### src/rtl/matmul_operand_sequencer.sv
// Operand sequencer for an N-wide byte dot-product stage: loads A and B from a byte
// stream, issues row/column pairs one at a time and returns each result with its indices.
module matmul_operand_sequencer #(
  parameter int ROW_SIZE = 3,
  parameter int IDX_W    = (ROW_SIZE > 1) ? $clog2(ROW_SIZE) : 1
) (
  input  logic                     clk,
  input  logic                     rst_n,
  input  logic [7:0]               in_data,
  input  logic                     in_valid,
  output logic                     in_ready,
  output logic [ROW_SIZE-1:0][7:0] op_row,
  output logic [ROW_SIZE-1:0][7:0] op_col,
  output logic                     op_valid,
  input  logic                     dot_valid,
  input  logic [7:0]               dot_data,
  output logic [7:0]               res_data,
  output logic [IDX_W-1:0]         res_row,
  output logic [IDX_W-1:0]         res_col,
  output logic                     res_last,
  output logic                     res_valid,
  input  logic                     res_ready
);
  localparam int NN    = ROW_SIZE * ROW_SIZE;
  localparam int TOTAL = 2 * NN;
  localparam int CNT_W = $clog2(TOTAL);
  localparam logic [IDX_W-1:0] LAST = IDX_W'(ROW_SIZE - 1);

  typedef enum logic [1:0] {S_LOAD, S_ISSUE, S_WAIT, S_HOLD} state_t;

  state_t                     r_state, w_state_nxt;
  logic [CNT_W-1:0]           r_cnt, w_cnt_nxt;
  logic [IDX_W-1:0]           r_i, r_j, w_i_nxt, w_j_nxt;
  logic                       r_op_valid, w_op_valid_nxt;
  logic                       r_res_valid, w_res_valid_nxt;
  logic                       r_res_last, w_res_last_nxt;
  logic [7:0]                 r_res_data;
  logic [IDX_W-1:0]           r_res_row, r_res_col;
  logic [ROW_SIZE-1:0][7:0]   r_op_row, r_op_col, w_op_row, w_op_col;
  logic                       w_capture, w_load_op, w_accept;
  logic [7:0]                 r_mat_a [NN];
  logic [7:0]                 r_mat_b [NN];
  logic [7:0]                 w_mat_a [NN];
  logic [7:0]                 w_mat_b [NN];

  assign in_ready  = (r_state == S_LOAD);
  assign w_accept  = in_valid && (r_state == S_LOAD);
  assign op_row    = r_op_row;
  assign op_col    = r_op_col;
  assign op_valid  = r_op_valid;
  assign res_data  = r_res_data;
  assign res_row   = r_res_row;
  assign res_col   = r_res_col;
  assign res_last  = r_res_last;
  assign res_valid = r_res_valid;

  // Operands are selected from the post-write matrix view so the final loaded byte
  // is already visible when (0,0) is latched on the same edge.
  always_comb begin
    w_mat_a  = r_mat_a;
    w_mat_b  = r_mat_b;
    w_op_row = '0;
    w_op_col = '0;
    for (int k = 0; k < NN; k++) begin
      if (w_accept && int'(r_cnt) == k)      w_mat_a[k] = in_data;
      if (w_accept && int'(r_cnt) == k + NN) w_mat_b[k] = in_data;
    end
    for (int r = 0; r < ROW_SIZE; r++) begin
      for (int k = 0; k < ROW_SIZE; k++) begin
        if (int'(w_i_nxt) == r) w_op_row[k] = w_mat_a[r*ROW_SIZE + k];
        if (int'(w_j_nxt) == r) w_op_col[k] = w_mat_b[k*ROW_SIZE + r];
      end
    end
  end

  always_ff @(posedge clk) begin
    r_mat_a <= w_mat_a;
    r_mat_b <= w_mat_b;
  end

  always_comb begin
    w_state_nxt     = r_state;
    w_cnt_nxt       = r_cnt;
    w_i_nxt         = r_i;
    w_j_nxt         = r_j;
    w_op_valid_nxt  = 1'b0;
    w_res_valid_nxt = r_res_valid;
    w_res_last_nxt  = r_res_last;
    w_capture       = 1'b0;
    w_load_op       = 1'b0;
    case (r_state)
      S_LOAD: begin
        if (in_valid) begin
          if (r_cnt == CNT_W'(TOTAL - 1)) begin
            w_i_nxt        = '0;
            w_j_nxt        = '0;
            w_load_op      = 1'b1;
            w_op_valid_nxt = 1'b1;
            w_state_nxt    = S_ISSUE;
          end else begin
            w_cnt_nxt = r_cnt + CNT_W'(1);
          end
        end
      end
      S_ISSUE: w_state_nxt = S_WAIT;
      S_WAIT: begin
        if (dot_valid) begin
          w_capture       = 1'b1;
          w_res_valid_nxt = 1'b1;
          w_res_last_nxt  = (r_i == LAST) && (r_j == LAST);
          w_state_nxt     = S_HOLD;
        end
      end
      S_HOLD: begin
        if (res_ready) begin
          w_res_valid_nxt = 1'b0;
          if (r_res_last) begin
            w_res_last_nxt = 1'b0;
            w_cnt_nxt      = '0;
            w_state_nxt    = S_LOAD;
          end else begin
            if (r_j == LAST) begin
              w_j_nxt = '0;
              w_i_nxt = r_i + IDX_W'(1);
            end else begin
              w_j_nxt = r_j + IDX_W'(1);
            end
            w_load_op      = 1'b1;
            w_op_valid_nxt = 1'b1;
            w_state_nxt    = S_ISSUE;
          end
        end
      end
      default: w_state_nxt = S_LOAD;
    endcase
  end

  always_ff @(posedge clk or negedge rst_n) begin
    if (!rst_n) begin
      r_state     <= S_LOAD;
      r_cnt       <= '0;
      r_i         <= '0;
      r_j         <= '0;
      r_op_valid  <= 1'b0;
      r_res_valid <= 1'b0;
      r_res_last  <= 1'b0;
      r_res_data  <= '0;
      r_res_row   <= '0;
      r_res_col   <= '0;
      r_op_row    <= '0;
      r_op_col    <= '0;
    end else begin
      r_state     <= w_state_nxt;
      r_cnt       <= w_cnt_nxt;
      r_i         <= w_i_nxt;
      r_j         <= w_j_nxt;
      r_op_valid  <= w_op_valid_nxt;
      r_res_valid <= w_res_valid_nxt;
      r_res_last  <= w_res_last_nxt;
      if (w_capture) begin
        r_res_data <= dot_data;
        r_res_row  <= r_i;
        r_res_col  <= r_j;
      end
      if (w_load_op) begin
        r_op_row <= w_op_row;
        r_op_col <= w_op_col;
      end
    end
  end
endmodule

### config.mk
export PLATFORM = sky130hd
export DESIGN_NAME = matmul_operand_sequencer
export DESIGN_NICKNAME = d
export VERILOG_FILES = /design/src/rtl/matmul_operand_sequencer.sv
export SDC_FILE = /design/constraint.sdc
export NUM_CORES = 1
export LEC_CHECK = 0
export BUFFER_PORTS_ARGS = -buffer_cell sky130_fd_sc_hd__buf_2
export CORE_UTILIZATION = 45
export CTS_BUF_LIST = sky130_fd_sc_hd__clkbuf_16
export CTS_CLUSTER_DIAMETER = 100
export DETAILED_ROUTE_END_ITERATION = 16
export GPL_TIMING_DRIVEN = 0
export PLACE_DENSITY_LB_ADDON = 0.15
export SETUP_SLACK_MARGIN = 0.5
export SLEW_MARGIN = 20
export SYNTH_ARGS = -nofsm -noshare
export SYNTH_HDL_FRONTEND = slang
export SYNTH_SLANG_ARGS = --single-unit
export TNS_END_PERCENT = 30
### constraint.sdc
create_clock -name clk -period 3.1 [get_ports clk]
set_input_delay 0.155 -clock clk [delete_from_list [all_inputs] [get_ports clk]]
set_output_delay 0.155 -clock clk [all_outputs]
set_load 0.03 [all_outputs]
==> reports/results.txt, run 1 <==
shortest period the worst path allows = 2501 ps
Worst Hold Class = in2reg
largest net degree at the start of global routing = 50
TritonCTS Buffers = 23
Root Buffer = clkbuf_16
Worst Path Max Fanout = 10
Synth area leaders = dfxtp_1, dfrtp_1, mux2_2, mux2i_1, nand2_1
grt ovf = 0
vias in the first global route = 6811
Synth area leader = dfxtp_1
most frequent cells in the layout = dfxtp_1, mux2_2, buf_2
initial antenna violation count = 0
Peak supply drop = 711.3 µV
Worst-Margin Slew = 785.0 ps
post-synthesis net count = 857
HPWL Detailed = 16540 µm
Power Dens Cells = 1031 mW/mm²
Req. time, crit path = 3480 ps
Fin Hold WS = 69.45 ps
post-synthesis area per instance = 11.24 µm²
Pleak = 4.993 nW
Final Cycle Share = 80.69%
ys async rst share = 33.94%
CTS tree = built
YS warnings = 0
DRT iter0 DRCs = 283
Worst setup EP type = flop
Final ANT Viol Nets = 0
Core Box Area = 0.02023 mm²
CTS Buffer Depth = 3
Die Y-Extent = 145.7 µm
Syn Std Cell Area = 0.009294 mm²
Max Transition Viols Final = 0
Starting Density = 45.93%
PortBufs = 78
Boundary Pins = 85
TNS Setup = 0 ps
Final Skew = 11.81 ps
Layout Utilization = 54.85%
Slew headroom = 47.67%
GR Util All Layers = 22.85%
first-pass GRT wire length = 38310 µm
status = completed
total die area = 0.02123 mm²
Final Wtd Congestion = 0.9019
layout cell share with drive strength beyond 1 = 35.95%
DRC = 0
Cells after Synth = 827
final hold vios = 0
count of state elements after synthesis = 218
CP Class = reg2reg
post-synth top area share = 31.02%
number of flops mapped to enable cells by yosys = 0
clock-pin slew on the worst setup and hold paths = 70 ps
Die X = 145.7 µm
Ant. Diodes = 0
Seq/Total Area, Yosys = 50.94%
leading register cell type out of synthesis = dfxtp_1
# rows = 52
Clock Sink Count = 218
CP arrival = 2880 ps
commonest non-fill, non-tap cell in the layout = dfxtp_1
H-tree Lvls = 1
Routed WL = 24040 µm
setup violators final = 0
Final nets = 981
Fmax = 399.8 MHz
Max Cap Viol = 0
synthesis-to-layout area growth = 19.43%
Detailed Routing Iterations Pass 1 = 6
Clk Latency, worst-skew pair = 510 ps
Critical Path Start Type = flop
synth unique cells = 66
detailed-route via count = 6915
RSZ-0062 raised after global routing = yes
Via density = 5.586
Routed wire per std cell = 19.42 µm
## cells by family after synthesis
kind of cell / count (synthesis) / share of synthesized area [%]
compound gates: 168 / 12.70
simple gates: 184 / 10.85
buf+inv: 78 / 3.702
fa+ha+maj: 9 / 1.212
mux: 170 / 20.60
flops: 218 / 50.94
## worst max-delay path, cell delays in order, from the launching register on
cell and delay, ps:
dfrtp_1 460, buf_1 380, and3_1 230, ha_1 160, nand3_2 210, mux2_2 350
or3_1 320, o211ai_1 150, a21oi_1 110
## synth_stat cells, types with 3 or more instances
cell type and n:
o31ai_2 6, a21boi_0 8, ha_1 9, mux2_4 7, nand2_1 55, nor3_1 17
a21oi_1 33, and3_1 4, o21ai_0 23, nor2_2 7, o211ai_1 27, inv_2 3
mux2_2 142, nor2b_1 4, nand2_2 3, mux2i_1 21, inv_1 12, buf_4 4
and3b_1 3, or3_1 8, clkbuf_1 32, nand4_1 14, o31ai_1 4, a31oi_1 14
dfrtp_1 74, o41ai_1 8, o21ai_1 8, buf_2 22, nand2b_1 7, nand3_1 8
a41oi_1 9, dfxtp_1 144, nor2_1 33, a32oi_1 16
## cell type report
class	count	area (µm²)
repair buffers	99	613.1
plain buffers	61	306.5
clock buffers	24	600.6
inverters	17	66.31
fillers	1822	9135
flip-flops and latches	218	4736
multi-input cells	531	4303
clock inverters	18	136.4
well taps	270	337.8
## state kept, by name, indices dropped and copies added, names as in the netlist
| register | count |
|---|---|
| res_last | 1 |
| r_mat_b | 72 |
| res_row | 2 |
| r_state | 2 |
| res_col | 2 |
| op_row | 24 |
| r_i | 2 |
| op_col | 24 |
| r_mat_a | 72 |
| op_valid | 1 |
| res_data | 8 |
| r_cnt | 5 |
| res_valid | 1 |
| r_j | 2 |
## metal layers
metal	vias to the layer above	share of wire, %	GRT usage [%]
li1	3284	-	-
met1	3440	48	32.49
met2	159	47	36.84
met3	32	3.8	3.260
met4	0	1.6	5.158
met5	-	0	0
## power breakdown
part | internal [mW] | switching (mW)
clock | 1.57 | 1.11
combinational | 1.76 | 2.78
sequential | 3.82 | 0.408
## metrics by stage
step / setup WS, ps / cell area (µm²) / cells / total power [mW]
finish: 598.6 / 11100 / 1238 / 11.45
global route: 471.1 / 11100 / 1238 / 12.10
CTS: 487.7 / 10960 / 1231 / 11.37
global placement: 335.3 / 10020 / 1175 / 8.515
floorplan: 660.3 / 9294 / 827 / 7.351
detailed placement: 297.7 / 10050 / 1176 / 8.587
## worst paths after layout
kind | startpoint | to | slack (ps) | cells past startpoint
max in group asynchronous | rst_n | op_col[15] | 2360 | 3
min in group asynchronous | rst_n | op_col[11] | 120 | 2
min reg2reg | r_mat_b[53] | r_mat_b[53] | 450 | 2
max reg2reg | r_cnt[3] | op_col[18] | 600 | 8
min | in_data[7] | r_mat_a[39] | 70 | 2
max | r_cnt[3] | op_col[18] | 600 | 8
## repair_timing
action	CTS	global route
hold buffers	12	0
buffers inserted	1	7
pin swaps	1	2
setup endpoints to repair	41	47
endpoints found under the hold margin	84	0
gates cloned	0	0
gates resized for setup	13	26
Note: power is estimated with default switching activity, not from simulation.
==> inputs of run 2 (changes only) <==
- ABC_AREA: not set -> 1
- clock period: 3.1 -> 2.3 ns (I/O delays scaled with it)
==> run 2 against run 1 <==
Effect of this change: global-route usage rose by 3.5 points; sequential share of layout area is 5.5 points lower; via count rose by 23%; first-iteration DRC count increased by 110%; combinational power is 65% higher; total power grew 49%; count of clock-buffer cells in the layout up 1; critical path depth is 5 higher; cell area is 15% higher; sequential power increased by 41%; cell count is 35% higher; non-clock buffer count rose by 82.
==> reports/results.txt, run 2 <==
Final Wtd Congestion = 0.8537 (-5.3%)
number of flops mapped to enable cells by yosys = 0 (unchanged)
Simple-Gate Fraction of Synth Area = 25.85% (+15 points)
Cells after Synth = 1186 (+43%)
CTS tree = built
RSZ-0062 raised after global routing = yes
mux cell area share after synthesis = 0.9909% (-20 points)
adder-cell area share of the yosys netlist = 1.239% (+0.027 points)
# rows = 51 (-1.9%)
TNS Setup = 0 ps (unchanged)
post-route setup slack = 225.2 ps (-373.4 ps)
Fill cells = 1684 (-7.6%)
Req. time, crit path = 2700 ps (-780 ps)
CP arrival = 2480 ps (-400 ps)
clock-pin slew on the worst setup and hold paths = 60 ps (about the same)
Clk Latency, worst-skew pair = 520 ps (about the same)
Synth area leader = dfxtp_1
synth cell count leaders = nand2_1, dfxtp_1, inv_1
Synth area leaders = dfxtp_1, dfrtp_1, nand2_1, o21ai_0, nand3_1
DRT iter0 DRCs = 581 (+110%)
synthesis-to-layout area growth = 40.46%
Fmax = 482.0 MHz (+21%)
Core Box Area = 0.01965 mm² (-2.9%)
post-synth top area share = 31.71% (+0.69 points)
Critical Path Start Type = flop
GR Util All Layers = 26.40% (+3.5 points)
CP Class = reg2reg
DP Worst Slack = -326.8 ps (-624.5 ps)
footprint of the multi-input gates = 0.004390 mm² (+2.0%)
Die X = 144.1 µm (-1.1%)
Max Transition Viols Final = 0 (unchanged)
CTS Buffer Depth = 3 (unchanged)
PortBufs = 84 (+7.7%)
DRC = 0 (unchanged)
Worst-Margin Slew = 903.8 ps (+118.8 ps)
Die Y-Extent = 144.1 µm (-1.1%)
post-synthesis area per instance = 7.665 µm² (-32%)
status = completed
Detailed Routing Iterations Pass 1 = 5 (-1)
first-pass GRT wire length = 41900 µm (+9.4%)
initial antenna violation count = 0 (unchanged)
Worst setup EP type = flop
setup violators final = 0 (unchanged)
commonest non-fill, non-tap cell in the layout = nand2_1
total die area = 0.02077 mm² (-2.2%)
H-tree Lvls = 1 (unchanged)
Max Cap Viol = 0 (unchanged)
largest net degree at the start of global routing = 46 (-8.0%)
detailed-route via count = 8486 (+23%)
Routed WL = 27570 µm (+15%)
Peak supply drop = 710.7 µV (about the same)
TritonCTS Buffers = 24 (+4.3%)
Final ANT Viol Nets = 0 (unchanged)
vias in the first global route = 7907 (+16%)
post-synthesis net count = 1216 (+42%)
Pleak = 6.216 nW (+24%)
Worst Hold Class = in2reg
grt ovf = 0 (unchanged)
Root Buffer = clkbuf_16
Power Dens Cells = 1333 mW/mm² (+29%)
biggest registers after layout = r_mat_a x72, r_mat_b x72
Worst Path Max Fanout = 10 (unchanged)
synth unique cells = 28 (-58%)
most common cell in the netlist = nand2_1
final hold vios = 0 (unchanged)
main combinational cell family by area after synthesis = simple AND/OR/NAND/NOR gates
Boundary Pins = 85 (unchanged)
Via density = 5.060 (-9.4%)
FF/Latch Area = 0.004741 mm² (+0.11%)
Syn Std Cell Area = 0.009091 mm² (-2.2%)
post-synthesis compound-gate area fraction = 11.29% (-1.4 points)
xor/xnor cell area share of the yosys netlist = 0% (unchanged)
Starting Density = 46.26% (+0.33 points)
shortest period the worst path allows = 2075 ps (-426.6 ps)
Routed wire per std cell = 16.44 µm (-15%)
ys async rst share = 33.94% (unchanged)
Final nets = 1424 (+45%)
leading register cell type out of synthesis = dfxtp_1
Clock Sink Count = 218 (unchanged)
Final Skew = 8.704 ps (-3.106 ps)
count of state elements after synthesis = 218 (unchanged)
Fin Hold WS = 36.86 ps (-32.59 ps)
Slew headroom = 39.75% (-7.9 points)
YS warnings = 0 (unchanged)
Seq/Total Area, Yosys = 52.08% (+1.1 points)
most frequent cells in the layout = nand2_1, dfxtp_1, inv_1
Final Cycle Share = 90.21% (+9.5 points)
HPWL Detailed = 17220 µm (+4.1%)
Ant. Diodes = 0 (unchanged)
layout cell share with drive strength beyond 1 = 29.60% (-6.3 points)
[run 2: cell types whose count changed after synthesis, moves of 11 or more]
| cell | change |
|---|---|
| o21ai_1 | +65 |
| a31oi_1 | -14 |
| nand3_2 | +11 |
| nor3_1 | -15 |
| mux2_2 | -134 |
| a21oi_1 | -30 |
| a32oi_1 | -16 |
| inv_1 | +111 |
| nand3_1 | +90 |
| o211ai_1 | -27 |
| o21ai_0 | +96 |
| nand2_1 | +332 |
| mux2i_1 | -21 |
[run 2: path summary, 6_finish.rpt]
kind                               end  cells after the start  slack, ps         from
max in group asynchronous   r_state[1]                      3       1630        rst_n
min                        res_data[4]                      3         40    dot_valid
min in group asynchronous  res_data[4]                      2         80        rst_n
max reg2reg                 op_row[17]                     13        230     r_cnt[1]
min reg2reg                r_mat_a[31]                      2        450  r_mat_a[31]
max                         op_row[17]                     13        230     r_cnt[1]
[run 2: critical path, stage by stage, from the launching register on]
cell and delay (ps):
dfrtp_2 460, inv_4 100, ha_4 150, nand2_4 60
inv_4 60, nand3_2 70, nand2_4 120, nand4_1 170
nand2_4 160, buf_8 150, buf_6 150, nand3_1 80
nand4_1 150, nand2_1 70
[run 2: logic make-up after synthesis]
family	Yosys count
buffers and inverters	192
and+or+nand+nor	557
muxes	8
adders and majority gates	9
DFF	218
AOI/OAI and AO/OA	202
[run 2: area by class of cell]
type,count,area share (%)
clock inverter,19,0.8328
tap,265,2.597
inverter,132,4.115
buffer,60,4.762
clock buffer,25,4.899
timing repair buffer,182,11.29
multi-input combinational,776,34.38
sequential,218,37.13
[run 2: repair_timing]
action	CTS	global route
buffers inserted	42	24
pin swaps	58	63
endpoints found under the setup margin	121	103
endpoints found under the hold margin	99	3
gates cloned	11	3
gates resized for setup	214	134
hold buffers	16	1
[run 2: power by group]
part | internal [mW] | switching [mW] | leakage, nW
Combinational | 2.86 | 4.61 | 3.67
Clock | 2.06 | 1.55 | 0.401
Sequential | 5.32 | 0.619 | 2.14
Total | 10.2 | 6.78 | 6.22
[run 2: layer usage]
metal  GRT usage, %  up-vias  part of all wire (%)
met5              0        -                     0
met1          35.24     3965                    44
met3          3.907       68                   5.2
met2          42.97      239                    47
li1               -     4214                     -
met4          10.53        0                   3.5
[run 2: per-stage QoR]
| step | utilization [%] | std cells | total power [mW] | instance area, µm² |
|---|---|---|---|---|
| after floorplan | - | 1186 | 10.03 | 9288 |
| final | 64.97 | 1677 | 17.02 | 12770 |
| after detailed placement | 51.24 | 1536 | 11.50 | 10070 |
| after CTS | 61.85 | 1649 | 16.30 | 12160 |
| after global placement | 51.08 | 1535 | 11.36 | 10040 |
| after global routing | 64.97 | 1677 | 18.04 | 12770 |
==> inputs of run 3 (changes only) <==
- CORE_ASPECT_RATIO: not set -> 0.6
==> run 3 against run 2 <==
Effect of this change: clock power down 7.8%; die area hardly changed; core utilization fell by 1.9 points; worst hold slack worse by 28 ps; cell area decreased by 4.1%; total power is 3.3% lower.
==> reports/results.txt, run 3 (same netlist as run 2, synthesis figures left out) <==
status = completed
Critical Path Start Type = flop
Max Cap Viol = 0 (unchanged)
CTS Buffer Depth = 3 (unchanged)
Routed WL = 27600 µm (about the same)
Final Power = 16.46 mW (-3.3%)
Fmax = 497.5 MHz (+3.2%)
HPWL Detailed = 18200 µm (+5.6%)
total die area = 0.02079 mm² (about the same)
Worst-Margin Slew = 877.8 ps (-26.06 ps)
GR Util All Layers = 26.82% (+0.42 points)
TNS Setup = 0 ps (unchanged)
Final Skew = 22.96 ps (+14.26 ps)
shortest period the worst path allows = 2010 ps (-64.94 ps)
clock-pin slew on the worst setup and hold paths = 70 ps (about the same)
Req. time, crit path = 2700 ps (about the same)
PortBufs = 84 (unchanged)
layout cell share with drive strength beyond 1 = 25.33% (-4.3 points)
Detailed Routing Iterations Pass 1 = 5 (unchanged)
H-tree Lvls = 1 (unchanged)
Pleak = 5.951 nW (-4.3%)
Worst setup EP type = flop
TritonCTS Buffers = 21 (-13%)
commonest non-fill, non-tap cell in the layout = nand2_1
Clock Sink Count = 218 (unchanged)
Routed wire per std cell = 16.74 µm (+1.8%)
grt ovf = 0 (unchanged)
Max Transition Viols Final = 0 (unchanged)
vias in the first global route = 7764 (-1.8%)
# rows = 39 (-24%)
Ant. Diodes = 0 (unchanged)
initial antenna violation count = 1 (+1)
largest net degree at the start of global routing = 48 (+4.3%)
Die Y-Extent = 112.1 µm (-22%)
most frequent cells in the layout = nand2_1, dfxtp_1, inv_1
setup violators final = 0 (unchanged)
CTS tree = built
Root Buffer = clkbuf_16
Worst Path Max Fanout = 8 (-2)
Final ANT Viol Nets = 0 (unchanged)
Via density = 5.064 (about the same)
Clk Latency, worst-skew pair = 520 ps (about the same)
Worst Hold Class = in2reg
Final Cycle Share = 87.39% (-2.8 points)
DRT iter0 DRCs = 678 (+17%)
Core Box Area = 0.01942 mm² (-1.2%)
DRC = 0 (unchanged)
Layout Utilization = 63.04% (-1.9 points)
detailed-route via count = 8346 (-1.6%)
Final nets = 1397 (-1.9%)
Peak supply drop = 764.3 µV (+7.5%)
final hold vios = 0 (unchanged)
Power Dens Cells = 1344 mW/mm² (+0.87%)
Final Wtd Congestion = 0.8391 (-1.7%)
RSZ-0062 raised after global routing = yes
biggest registers after layout = r_mat_a x72, r_mat_b x72
first-pass GRT wire length = 43070 µm (+2.8%)
Starting Density = 46.81% (+0.55 points)
CP Class = reg2reg
Die X = 185.5 µm (+29%)
Boundary Pins = 85 (unchanged)
Slew headroom = 41.48% (+1.7 points)
CP arrival = 2410 ps (-70 ps)
synthesis-to-layout area growth = 34.67%
run 3: timing repair:
item	in CTS	in global routing
cloned	9	2
hold buffers	11	0
gates resized for setup	163	84
endpoints found under the setup margin	134	99
buffers inserted	42	9
pin swaps	43	34
hold endpoints to repair	86	0
run 3: power breakdown:
part	leakage, nW	internal [mW]	switching (mW)
combinational	3.47	2.68	4.54
clock	0.334	1.84	1.49
sequential	2.14	5.31	0.595
run 3: worst max-delay path, cell delays in order, from the launching register on:
cell,delay [ps]
dfrtp_1,410
inv_2,90
ha_4,140
nand2_4,60
nor2_4,100
buf_12,160
buf_12,140
nand3_4,170
buf_8,190
o21ai_1,190
nand3_1,100
nand3_1,90
nand2_1,60
run 3: per-layer routing:
| layer | share of wire [%] | routed length, µm | global-route usage, % | up-vias |
|---|---|---|---|---|
| li1 | - | - | - | 4152 |
| met1 | 50 | 13780 | 41.46 | 3913 |
| met2 | 42 | 11710 | 38.98 | 249 |
| met3 | 6.2 | 1701 | 4.315 | 32 |
| met4 | 1.5 | 406 | 5.785 | 0 |
| met5 | 0 | 0 | 0 | - |
run 3: worst paths after layout:
path	slack (ps)	cells past startpoint	to	start
setup / recovery	290	12	op_col[0]	r_state[0]
hold / removal	9	3	r_mat_a[10]	in_data[2]
max in group asynchronous	1620	3	op_row[10]	rst_n
hold reg to reg	460	2	r_mat_a[38]	r_mat_a[38]
min in group asynchronous	70	2	res_data[3]	rst_n
setup reg to reg	290	12	op_col[0]	r_state[0]
run 3: final cells by class:
class | count | area, µm²
buffer | 60 | 596.8
clock buffer | 22 | 550.5
clock inverter | 16 | 95.09
fill | 1716 | 7178
inverter | 132 | 508.0
multi-input combinational | 776 | 4215
sequential | 218 | 4741
tap | 266 | 332.8
timing repair buffer | 158 | 1204
run 3: metrics by stage:
stage | cells | instance area [µm²] | hold WS [ps] | setup WS (ps)
floorplan | 1186 | 9288 | -180.6 | 413.0
global placement | 1536 | 10040 | 346.5 | -212.7
detailed placement | 1537 | 10070 | 66.39 | -183.7
CTS | 1637 | 11840 | 5.652 | 335.3
global route | 1648 | 12240 | 19.56 | 179.0
finish | 1648 | 12240 | 8.976 | 290.1
